<file path="src/rtl/axi4lite_regbank_gen.sv">
// AXI4-Lite register bank: N_RW read/write control words followed by N_RO read-only
// status words at consecutive word addresses, with byte strobes and per-register pulses.
module axi4lite_regbank_gen #(
  parameter int          N_RW   = 4,
  parameter int          N_RO   = 4,
  parameter int          ADDR_W = 8,
  parameter logic [31:0] RW_RST = 32'h0,
  localparam int         RO_W   = (N_RO > 0) ? N_RO : 1
) (
  input  logic                 aclk,
  input  logic                 areset_n,
  input  logic                 awvalid,
  output logic                 awready,
  input  logic [ADDR_W-1:0]    awaddr,
  input  logic [2:0]           awprot,
  input  logic                 wvalid,
  output logic                 wready,
  input  logic [31:0]          wdata,
  input  logic [3:0]           wstrb,
  output logic                 bvalid,
  input  logic                 bready,
  output logic [1:0]           bresp,
  input  logic                 arvalid,
  output logic                 arready,
  input  logic [ADDR_W-1:0]    araddr,
  input  logic [2:0]           arprot,
  output logic                 rvalid,
  input  logic                 rready,
  output logic [31:0]          rdata,
  output logic [1:0]           rresp,
  output logic [32*N_RW-1:0]   rw_regs_o,
  output logic [N_RW-1:0]      rw_wstb_o,
  input  logic [32*RO_W-1:0]   ro_regs_i,
  output logic [RO_W-1:0]      ro_rstb_o
);

  localparam int IDX_W = ADDR_W - 2;
  localparam logic [IDX_W:0] N_RW_L  = (IDX_W+1)'(N_RW);
  localparam logic [IDX_W:0] N_MAP_L = (IDX_W+1)'(N_RW + N_RO);

  typedef enum logic [1:0] {W_IDLE, W_COMMIT, W_RESP} wstate_t;
  typedef enum logic [1:0] {R_IDLE, R_FETCH, R_RESP} rstate_t;

  wstate_t            wstate;
  rstate_t            rstate;
  logic [IDX_W-1:0]   w_idx;
  logic [IDX_W-1:0]   r_idx;
  logic [31:0]        wdata_q;
  logic [3:0]         wstrb_q;
  logic               aw_held;
  logic               w_held;
  logic [32*N_RW-1:0] rw_q;
  logic               aw_hs;
  logic               w_hs;
  logic               ar_hs;
  logic               w_rw_hit;
  logic [31:0]        rd_data;
  logic               rd_err;
  logic               unused;

  assign aw_hs     = awvalid && awready;
  assign w_hs      = wvalid && wready;
  assign ar_hs     = arvalid && arready;
  assign w_rw_hit  = ({1'b0, w_idx} < N_RW_L);
  assign rw_regs_o = rw_q;
  assign unused    = ^{awprot, arprot, awaddr[1:0], araddr[1:0], ro_regs_i};

  always_ff @(posedge aclk or negedge areset_n) begin
    if (!areset_n) begin
      wstate    <= W_IDLE;
      awready   <= 1'b0;
      wready    <= 1'b0;
      aw_held   <= 1'b0;
      w_held    <= 1'b0;
      w_idx     <= '0;
      wdata_q   <= '0;
      wstrb_q   <= '0;
      bvalid    <= 1'b0;
      bresp     <= 2'b00;
      rw_q      <= {N_RW{RW_RST}};
      rw_wstb_o <= '0;
    end else begin
      rw_wstb_o <= '0;
      unique case (wstate)
        W_IDLE: begin
          // AW and W are captured independently; each ready falls after its own handshake
          if (aw_hs) begin
            w_idx   <= awaddr[ADDR_W-1:2];
            aw_held <= 1'b1;
            awready <= 1'b0;
          end else if (!aw_held) begin
            awready <= 1'b1;
          end
          if (w_hs) begin
            wdata_q <= wdata;
            wstrb_q <= wstrb;
            w_held  <= 1'b1;
            wready  <= 1'b0;
          end else if (!w_held) begin
            wready <= 1'b1;
          end
          if ((aw_held || aw_hs) && (w_held || w_hs)) wstate <= W_COMMIT;
        end
        W_COMMIT: begin
          if (w_rw_hit) begin
            for (int unsigned k = 0; k < N_RW; k++) begin
              if (w_idx == IDX_W'(k)) begin
                for (int unsigned b = 0; b < 4; b++) begin
                  if (wstrb_q[b]) rw_q[32*k+8*b +: 8] <= wdata_q[8*b +: 8];
                end
                rw_wstb_o[k] <= 1'b1;
              end
            end
          end
          bresp  <= w_rw_hit ? 2'b00 : 2'b10;
          bvalid <= 1'b1;
          wstate <= W_RESP;
        end
        W_RESP: begin
          if (bready) begin
            bvalid  <= 1'b0;
            awready <= 1'b1;
            wready  <= 1'b1;
            aw_held <= 1'b0;
            w_held  <= 1'b0;
            wstate  <= W_IDLE;
          end
        end
        default: wstate <= W_IDLE;
      endcase
    end
  end

  always_comb begin
    rd_data = '0;
    for (int unsigned k = 0; k < N_RW; k++) begin
      if (r_idx == IDX_W'(k)) rd_data = rw_q[32*k +: 32];
    end
    for (int unsigned j = 0; j < N_RO; j++) begin
      if (r_idx == IDX_W'(N_RW + j)) rd_data = ro_regs_i[32*j +: 32];
    end
    rd_err = ({1'b0, r_idx} >= N_MAP_L);
  end

  always_ff @(posedge aclk or negedge areset_n) begin
    if (!areset_n) begin
      rstate    <= R_IDLE;
      arready   <= 1'b0;
      r_idx     <= '0;
      rvalid    <= 1'b0;
      rdata     <= '0;
      rresp     <= 2'b00;
      ro_rstb_o <= '0;
    end else begin
      ro_rstb_o <= '0;
      unique case (rstate)
        R_IDLE: begin
          if (ar_hs) begin
            r_idx   <= araddr[ADDR_W-1:2];
            arready <= 1'b0;
            rstate  <= R_FETCH;
            // Strobe is registered here so it is high exactly in the fetch cycle
            for (int unsigned j = 0; j < N_RO; j++) begin
              if (araddr[ADDR_W-1:2] == IDX_W'(N_RW + j)) ro_rstb_o[j] <= 1'b1;
            end
          end else begin
            arready <= 1'b1;
          end
        end
        R_FETCH: begin
          rdata  <= rd_data;
          rresp  <= rd_err ? 2'b10 : 2'b00;
          rvalid <= 1'b1;
          rstate <= R_RESP;
        end
        R_RESP: begin
          if (rready) begin
            rvalid  <= 1'b0;
            arready <= 1'b1;
            rstate  <= R_IDLE;
          end
        end
        default: rstate <= R_IDLE;
      endcase
    end
  end

endmodule

</file>
<file path="config.mk">
export PLATFORM = sky130hd
export DESIGN_NAME = axi4lite_regbank_gen
export DESIGN_NICKNAME = d
export VERILOG_FILES = /design/src/rtl/axi4lite_regbank_gen.sv
export SDC_FILE = /design/constraint.sdc
export NUM_CORES = 1
export LEC_CHECK = 0
export CORE_MARGIN = 4
export CORE_UTILIZATION = 50
export CTS_CLUSTER_SIZE = 20
export DETAILED_ROUTE_END_ITERATION = 6
export DONT_BUFFER_PORTS = 1
export GPL_ROUTABILITY_DRIVEN = 0
export PLACE_DENSITY = 0.8
export SLEW_MARGIN = 15
export SYNTH_ARGS = -nofsm -noshare
export SYNTH_HDL_FRONTEND = slang
export SYNTH_SLANG_ARGS = --single-unit
</file>
<file path="constraint.sdc">
create_clock -name aclk -period 2 [get_ports aclk]
set_clock_uncertainty 0.15 [all_clocks]
set_input_delay 0.4 -clock aclk [delete_from_list [all_inputs] [get_ports aclk]]
set_output_delay 0.4 -clock aclk [all_outputs]
set_load 0.05 [all_outputs]
</file>
* Yosys cells after proc, flatten, opt, wreduce, memory -nomap -nowiden
Index checks and enable logic that the tools add are counted. W data, S select, Z words.
Word-level totals: register bits 231, output and inout port bits 177, word-level logic and storage cells 150
Operators by class: magnitude comparators 2, equal/unequal tests 26, multiplexer cells 46, reduce and logical (&&, ||, !) cells 42
Operators by type and width (count):
- $mux W32 | 8
- $reduce_and A4 Y1 | 16
- $eq A6 B3 Y1 const B | 8
- $eq A6 B2 Y1 const B | 4
- $mux W1 | 19
- $mux W4 | 4
- $reduce_and A2 Y1 | 8
- $pmux W1 S2 | 7
- $eq A6 B1 Y1 const B | 2
- $logic_not A6 Y1 | 2
- $mux W2 | 6
- $ne A2 B2 Y1 const B | 6
- $pmux W2 S3 | 2
- $reduce_and A3 Y1 | 4
- $reduce_bool A2 Y1 | 4
- $ge A6 B4 Y1 const B | 1
- $lt A6 B3 Y1 const B | 1
- $ne A3 B3 Y1 const B | 2
- $eq A2 B1 Y1 const B | 2
- $eq A2 B2 Y1 const B | 2
- $logic_and A1 B1 Y1 | 4
- $logic_not A2 Y1 | 2
- $logic_or A1 B1 Y1 | 2

* Depth between registers and ports, before layout
word-level depth 9, depth in mapped cells 7, mapped depth without buffers 4

* Worst setup path after synthesis
No wires, ideal clock.
kind register to register, start register wready, end register wdata_q[0], setup time 0.125 ns, arrival 1.974 ns, slack -0.249 ns, stages on the path, launching flop included 5, path buffers 1, cells stage by stage dfrtp_1 nand2_1 nor3_2 clkbuf_1 mux2_2
Between the ends: cells in the longest elaborated chain, start to end 2
RTL lines:
- start: declaration | RTL line 17 | output logic wready,
- start signal: assignment | RTL line 72 | wready <= 1'b0;
- start signal: assignment | RTL line 98 | wready <= 1'b0;
- start signal: assignment | RTL line 100 | wready <= 1'b1;
- $logic_and A1 B1 Y1 | RTL line 62 | assign w_hs = wvalid && wready;
- $reduce_and A2 Y1 (no line)
- end signal: assignment | RTL line 95 | wdata_q <= wdata;
- end: declaration | RTL line 48 | logic [31:0] wdata_q;
Every way passes these cells. A chain may end at the register's enable or synchronous reset.

* Worst setup path in the final report
start register r_idx[4], end register rdata[0]
Between the ends: cells in the longest elaborated chain, start to end 9, elaborated cells on any way between the ends 16, classes of those cells eq/ne (7); mux (8); reduce/logical (1)
RTL lines:
- start: declaration | RTL line 47 | logic [IDX_W-1:0] r_idx;
- start signal: assignment | RTL line 159 | r_idx <= araddr[ADDR_W-1:2];
- $logic_not A6 Y1 | RTL line 137 | if (r_idx == IDX_W'(k)) rd_data = rw_q[32*k +: 32];
- $mux W32 (4 in series) | RTL line 137
- $mux W32 (3 in series) | RTL line 140 | if (r_idx == IDX_W'(N_RW + j)) rd_data = ro_regs_i[32*j +: 32];
- $mux W32 (*) | RTL line 140
- end signal: assignment | RTL line 171 | rdata <= rd_data;
- end: declaration | RTL line 29 | output logic [31:0] rdata,
Mark *: on every way between the ends. The rest lies on a longest branch, timed or not.

==> summary.txt <==
Worst setup path
  • Worst EP required: 2.28 ns
  • Worst setup path category: reg -> reg
  • Timing endpoint of the critical path: rdata[0]
  • CP endpoint kind: register
  • Worst Path Max Fanout: 7
  • Worst R2R Path Depth: 8
  • Reg2reg setup slack: -0.36 ns
  • Critical Path Start: r_idx[4]
  • Crit path DAT: roughly 2.6 ns
  • Startpoint Class: register
  • FF-to-FF Start: r_idx[4]
  • R2r endpoint: rdata[0]

CTS
  • Clock Latency Late Sink: roughly 0.54 ns
  • Worst-path clk slew: about 0.070 ns
  • CTS sink cnt: 229
  • Clk buf depth: 3
  • Root buffer cell: clkbuf_16
  • CTS Buf Count: 25
  • TritonCTS clock tree: built
  • H-tree levels: 1

Timing
  • Unrepaired setup endpoints after global routing: true
  • Slew headroom: 55.8%
  • Setup violators final: roughly 160
  • Setup slack after layout: -0.360 ns
  • Fin. Hold Viols: 229
  • Tmin final: ~2.4 ns
  • Final hold slack: -0.586 ns
  • Achievable Freq: approximately 420 MHz
  • Setup TNS: -21.52 ns
  • Fin crit share: 118%
  • Worst Tran Pin Value: ~0.65 ns
  • Slew Limit Fails: 0

Cells and area
  • Final std cells w/o fill: between 1000 and 1500
  • Post-layout util: about 75%
  • Nets: about 1300
  • Area Growth Syn to Fin: 47.1%
  • Most frequent cells in the layout: dfrtp_1, mux2_2, buf_4
  • Commonest non-fill, non-tap cell in the layout: dfrtp_1
  • Post-layout instance area: about 16000 µm²
  • Share of layout cells above drive strength 1: between 40 and 50%

Synthesis
  • Ys async rst share: 100%
  • Seq cells post-synth: ~230
  • Synth warn: 0
  • Number of distinct library cells after synthesis: just under 50
  • Mean Syn Cell Area: about 13 µm²
  • Sequential share of the synthesized area: a little over half
  • Post-synthesis cell area: 10700 µm²
  • Ys flop type: dfrtp_1
  • Post-synth EDFFs: 0
  • Post-synthesis cell count: 830

Power and ir drop
  • Logic pwr share: roughly half
  • Power Dens Cells: 1780 nW/µm²
  • Peak VDD IR: 1.09 mV
  • Leakage: about 7 nW
  • Seq pwr share: about a third
  • Sw Pwr: around 13 mW
  • Internal Pwr Total: between 10 and 15 mW
  • Overall Power: approximately 28 mW
  • Clk pwr share: roughly 17%
  • Switching share of total power: between 40% and 50%

Run status
  • Failing checks: negative hold slack, negative setup slack
  • Status: complete, but fails checks

Global route
  • Initial antenna violation count: 6
  • Vias in the first global route: 9791
  • GRT Residual Overflow: 0
  • First-pass GRT wire length: ~59000 µm
  • Largest net degree at the start of global routing: 230
  • Gr usage total: between 30% and 40%

Die
  • Die Area: roughly 24000 µm²
  • Initial Util: roughly half
  • Die H: around 150 µm
  • Num rows: 53
  • IO Count: 370
  • Chip width: ~150 µm
  • Core box area: about 21000 µm²

Routing
  • Post-DRT Antenna Nets: 0
  • WL final: about 43000 µm
  • Drt drc: 0
  • Initial DRC Count: roughly 900
  • Vias per Instance: ~6.6
  • Vias: 9438
  • DR WL/cell: 30.1 µm
  • DR pass1 iterations: 5

Placement
  • # port buffers: 0
  • HPWL after DPL: roughly 26000 µm
  • Area after DPL: around 13000 µm²
  • Placed cell count: 1234
  • Pre-CTS WS: -0.319 ns

Flow run
  • Max_cap viols: 0

Min path
  • Hold/Removal Path Class: in -> async
[synthesized netlist by cell type (7+ instances only)]
cell       instances  area [µm²]
nor4_1            13        81.3
o22ai_1           16         100
inv_1             11        41.3
buf_1              8        30.0
o21bai_1          12        90.1
or2_2             14        87.6
nand2_1           24        90.1
o221ai_1          16         140
clkbuf_1          43         161
nor2_1            53         199
nand2_2            8        50.1
a221oi_1          28         245
mux2_2           169        1900
dfrtp_1          229        5730
nor3_1            32         160
a2bb2oi_1         19         166
o21ai_0           13        65.1
mux2_1             7        78.8
mux4_2            28         631
a32oi_1           13         114
a21oi_1           15        75.1
[worst min path at each step]
stage,startpoint,end,cells after the start
floorplan,areset_n,arready,0
global placement,areset_n,ro_rstb_o[0],0
detailed placement,areset_n,ro_rstb_o[3],0
CTS,areset_n,ro_rstb_o[3],0
global route,areset_n,ro_rstb_o[3],0
finish,areset_n,ro_rstb_o[3],0
[final cells by class]
class	instances	area (µm²)
fillers	1181	5250
multi-input cells	533	5540
clock inverters	8	116
well taps	275	344
flip-flops and latches	229	5740
clock buffers	36	727
inverters	11	41.3
diodes	4	10.0
repair buffers	339	3250
[kinds of logic (layout without fill, tap and decap cells)]
family / count (synthesis) / in the layout / share of synthesized area (%)
flip-flops: 229 / 229 / 53.5
AND/OR/NAND/NOR: 175 / 175 / 8.75
buffers and inverters: 69 / 394 / 2.54
AO/OA/AOI/OAI: 147 / 147 / 10.4
other: 1 / 6 / 0.0350
multiplexers: 209 / 209 / 24.8
[sequential cells by signal, summed over array words and instances, names as in the netlist, 2 cells and up]
| name | flops |
|---|---|
| wstrb_q | 4 |
| rw_wstb_o | 4 |
| rdata | 32 |
| rstate | 2 |
| r_idx | 6 |
| w_idx | 6 |
| rw_regs_o | 128 |
| wstate | 2 |
| ro_rstb_o | 4 |
| wdata_q | 32 |
[critical path: stages, from the launching register on]
cell      delay (ns)
dfrtp_1         0.40
buf_4           0.15
buf_4           0.16
nor4b_1         0.34
buf_4           0.21
and3_1          0.22
buf_4           0.23
a221oi_2        0.08
o21bai_1        0.31
[power groups by stage]
stage	registers, mW	logic [mW]	clock network, mW
floorplan	12.6	4.72	0
global placement	9.41	11.8	0
detailed placement	9.54	12.0	0
CTS	9.61	12.6	4.77
global route	10.0	14.1	4.99
finish	9.78	13.6	4.75
[layer usage]
layer	track usage [%]	wire length [µm]
met1	37.0	14400
met2	54.2	20800
met3	10.5	4730
met4	16.5	3160
met5	0	31
[repair_timing]
item	CTS	global route
resized for setup	44	91
hold endpoints to repair	318	233
buffers inserted	3	11
gates cloned	4	5
hold buffers	128	7
setup endpoints to repair	136	159
pin swaps	6	50
(Power assumes the default switching activity.)
==> variant: new RTL, config.mk and constraints unchanged <==
`ADDR_W`: 8 -> 9.
--- a/src/rtl/axi4lite_regbank_gen.sv
+++ b/src/rtl/axi4lite_regbank_gen.sv
@@ -4,5 +4,5 @@
   parameter int          N_RW   = 4,
   parameter int          N_RO   = 4,
-  parameter int          ADDR_W = 8,
+  parameter int          ADDR_W = 9,
   parameter logic [31:0] RW_RST = 32'h0,
   localparam int         RO_W   = (N_RO > 0) ? N_RO : 1
Interface: changed (resized araddr and awaddr); port bits go from 370 to 372. The function was not compared with the original's and may differ.
==> variant against the unedited design <==
The run still ends with hold timing, setup timing left. Wire length shrank 18%. Core utilization shrank 8.6 points. Setup slack gained 280 ps. Area after synthesis grew 1.7%. Design area shrank 11%. Non-clock buffer count shrank 96. Total power shrank 22%. Global-route usage shrank 4.7 points. Sequential cell count grew 2.
==> variant: results (changes against the unedited design) <==
sta:
  fin_ws_ps: -81.4  # was -360 ps
  finalSetupViolCount: 68  # was 161
  hold_viol_final: 231  # was 229
  fin_tns_setup_ps: -1450  # was -21520 ps
  relSlewSlack: 0.604  # was 0.558
  hold_ws_ps: -559  # was -586 ps
route:
  detail_route.iter0.violations: 731  # was 906
  wirelength_mm: 35.2  # was 43.2 mm
  vias: 8117  # was 9438
power:
  total_leakage_power_nw: 6.70  # was 7.20 nW
  peakVddDrop_uv: 942  # was 1090 uV
synth:
  synth-compound-area-share: 0.0654  # was 0.104
  seq_area_frac_synth: 0.530  # was 0.535
  yosys-top-cells-area: "dfrtp_1 (53%), mux2_2 (18%), mux4_2 (6.8%)"  # was dfrtp_1 (53%), mux2_2 (18%), mux4_2 (5.9%)
  muxShareOfSynthArea: 0.280  # was 0.248
  synth_common_cells: "dfrtp_1 (231), mux2_2 (179), nand2_1 (63), a21oi_1 (38), mux4_2 (33)"  # was dfrtp_1 (229), mux2_2 (169), nor2_1 (53), clkbuf_1 (43), nor3_1 (32)
  synth-edff-count: 0  # unchanged
  ys_types: 47  # was 49
status:
  violations: "hold timing, setup timing"  # unchanged
  status: "finished with violations"  # unchanged
setup_path:
  r2r-end: "rw_regs_o[56]"  # was rdata[0]
  r2r_cells: 5  # was 8
  critPathSlowestCell: "dfrtp_1"  # unchanged
  arrival_ps: 2320  # was 2640 ps
  r2r-start: "w_idx[5]"  # was r_idx[4]
  cpPeakStageDelay_ps: 460  # was 400 ps
  cp_max_fo: 8  # was 7
place:
  dp_slack_ps: -74.9  # was -319 ps
  hpwl_mm: 23.8  # was 25.7 mm
  postPlaceCellArea_mm2: 0.0124  # was 0.0125 mm^2
final_layout:
  nFillCells: 1439  # was 1181
  fin_nets: 1225  # was 1332
  layout-drive-gt1-share: 0.442  # was 0.485
clock_network:
  clk_latency_ps: 510  # was 540 ps
  cts_buffers: 24  # was 25
  hold_buffers: 71  # was 128
global_route:
  grt_antenna_before_repair: 2  # was 6
  grt_pass1_vias: 8645  # was 9791
  grt_pass1_wl_mm: 51.6  # was 59.4 mm
  grt_max_degree: 232  # was 230
-- variant: cell count changes after synthesis, sizes merged, moves of 24 or more --
cell and delta:
clkbuf -26, mux2i +24, nor2 -36, nand2 +31, nand2b +27, a221oi -28
-- variant: worst min path at each step --
stage	start	to	slack [ps]
after global placement	areset_n	rdata[25]	-40
final	areset_n	arready	-560
after CTS	areset_n	rdata[25]	-590
after global routing	areset_n	arready	-580
after floorplan	areset_n	arready	-50
after detailed placement	areset_n	arready	-40
-- variant: layer usage --
layer / vias up / part of all wire / global-route usage
li1: 3443 / - / -
met1: 4108 / 0.37 / 0.329
met2: 448 / 0.50 / 0.468
met3: 116 / 0.085 / 0.0852
met4: 2 / 0.046 / 0.111
met5: - / 0.00037 / 0
-- variant: where the power goes --
group | switching, mW | leakage [nW] | internal (mW)
sequential | 2.24 | 3.06 | 6.09
combinational | 5.55 | 3.24 | 3.61
clock | 1.82 | 0.399 | 2.63
total | 9.61 | 6.70 | 12.3
-- variant: area by class of cell --
class / count / share of cell area
antenna: 1 / 0.000178
clock buffer: 36 / 0.0516
clock inverter: 8 / 0.00462
inverter: 9 / 0.00240
multi-input combinational: 521 / 0.349
sequential: 231 / 0.411
tap: 275 / 0.0244
timing repair buffer: 243 / 0.157
-- variant: critical path, delay by kind of cell, from the launching register on --
family / cells / cell delay, ps
and+or+nand+nor: 2 / 600
buffers and inverters: 2 / 350
muxes: 1 / 390
DFF: 1 / 460
-- variant: repair_timing --
action	CTS	global route
gates cloned	0	2
endpoints found under the hold margin	303	231
resized for setup	2	14
setup endpoints to repair	10	66
pin swaps	0	3
setup buffers	0	6
-- variant: metrics by stage --
step	instances	utilization
final	1324	0.664
after global placement	1200	0.583
after detailed placement	1200	0.583
after floorplan	813	-
after global routing	1323	0.664
after CTS	1315	0.654
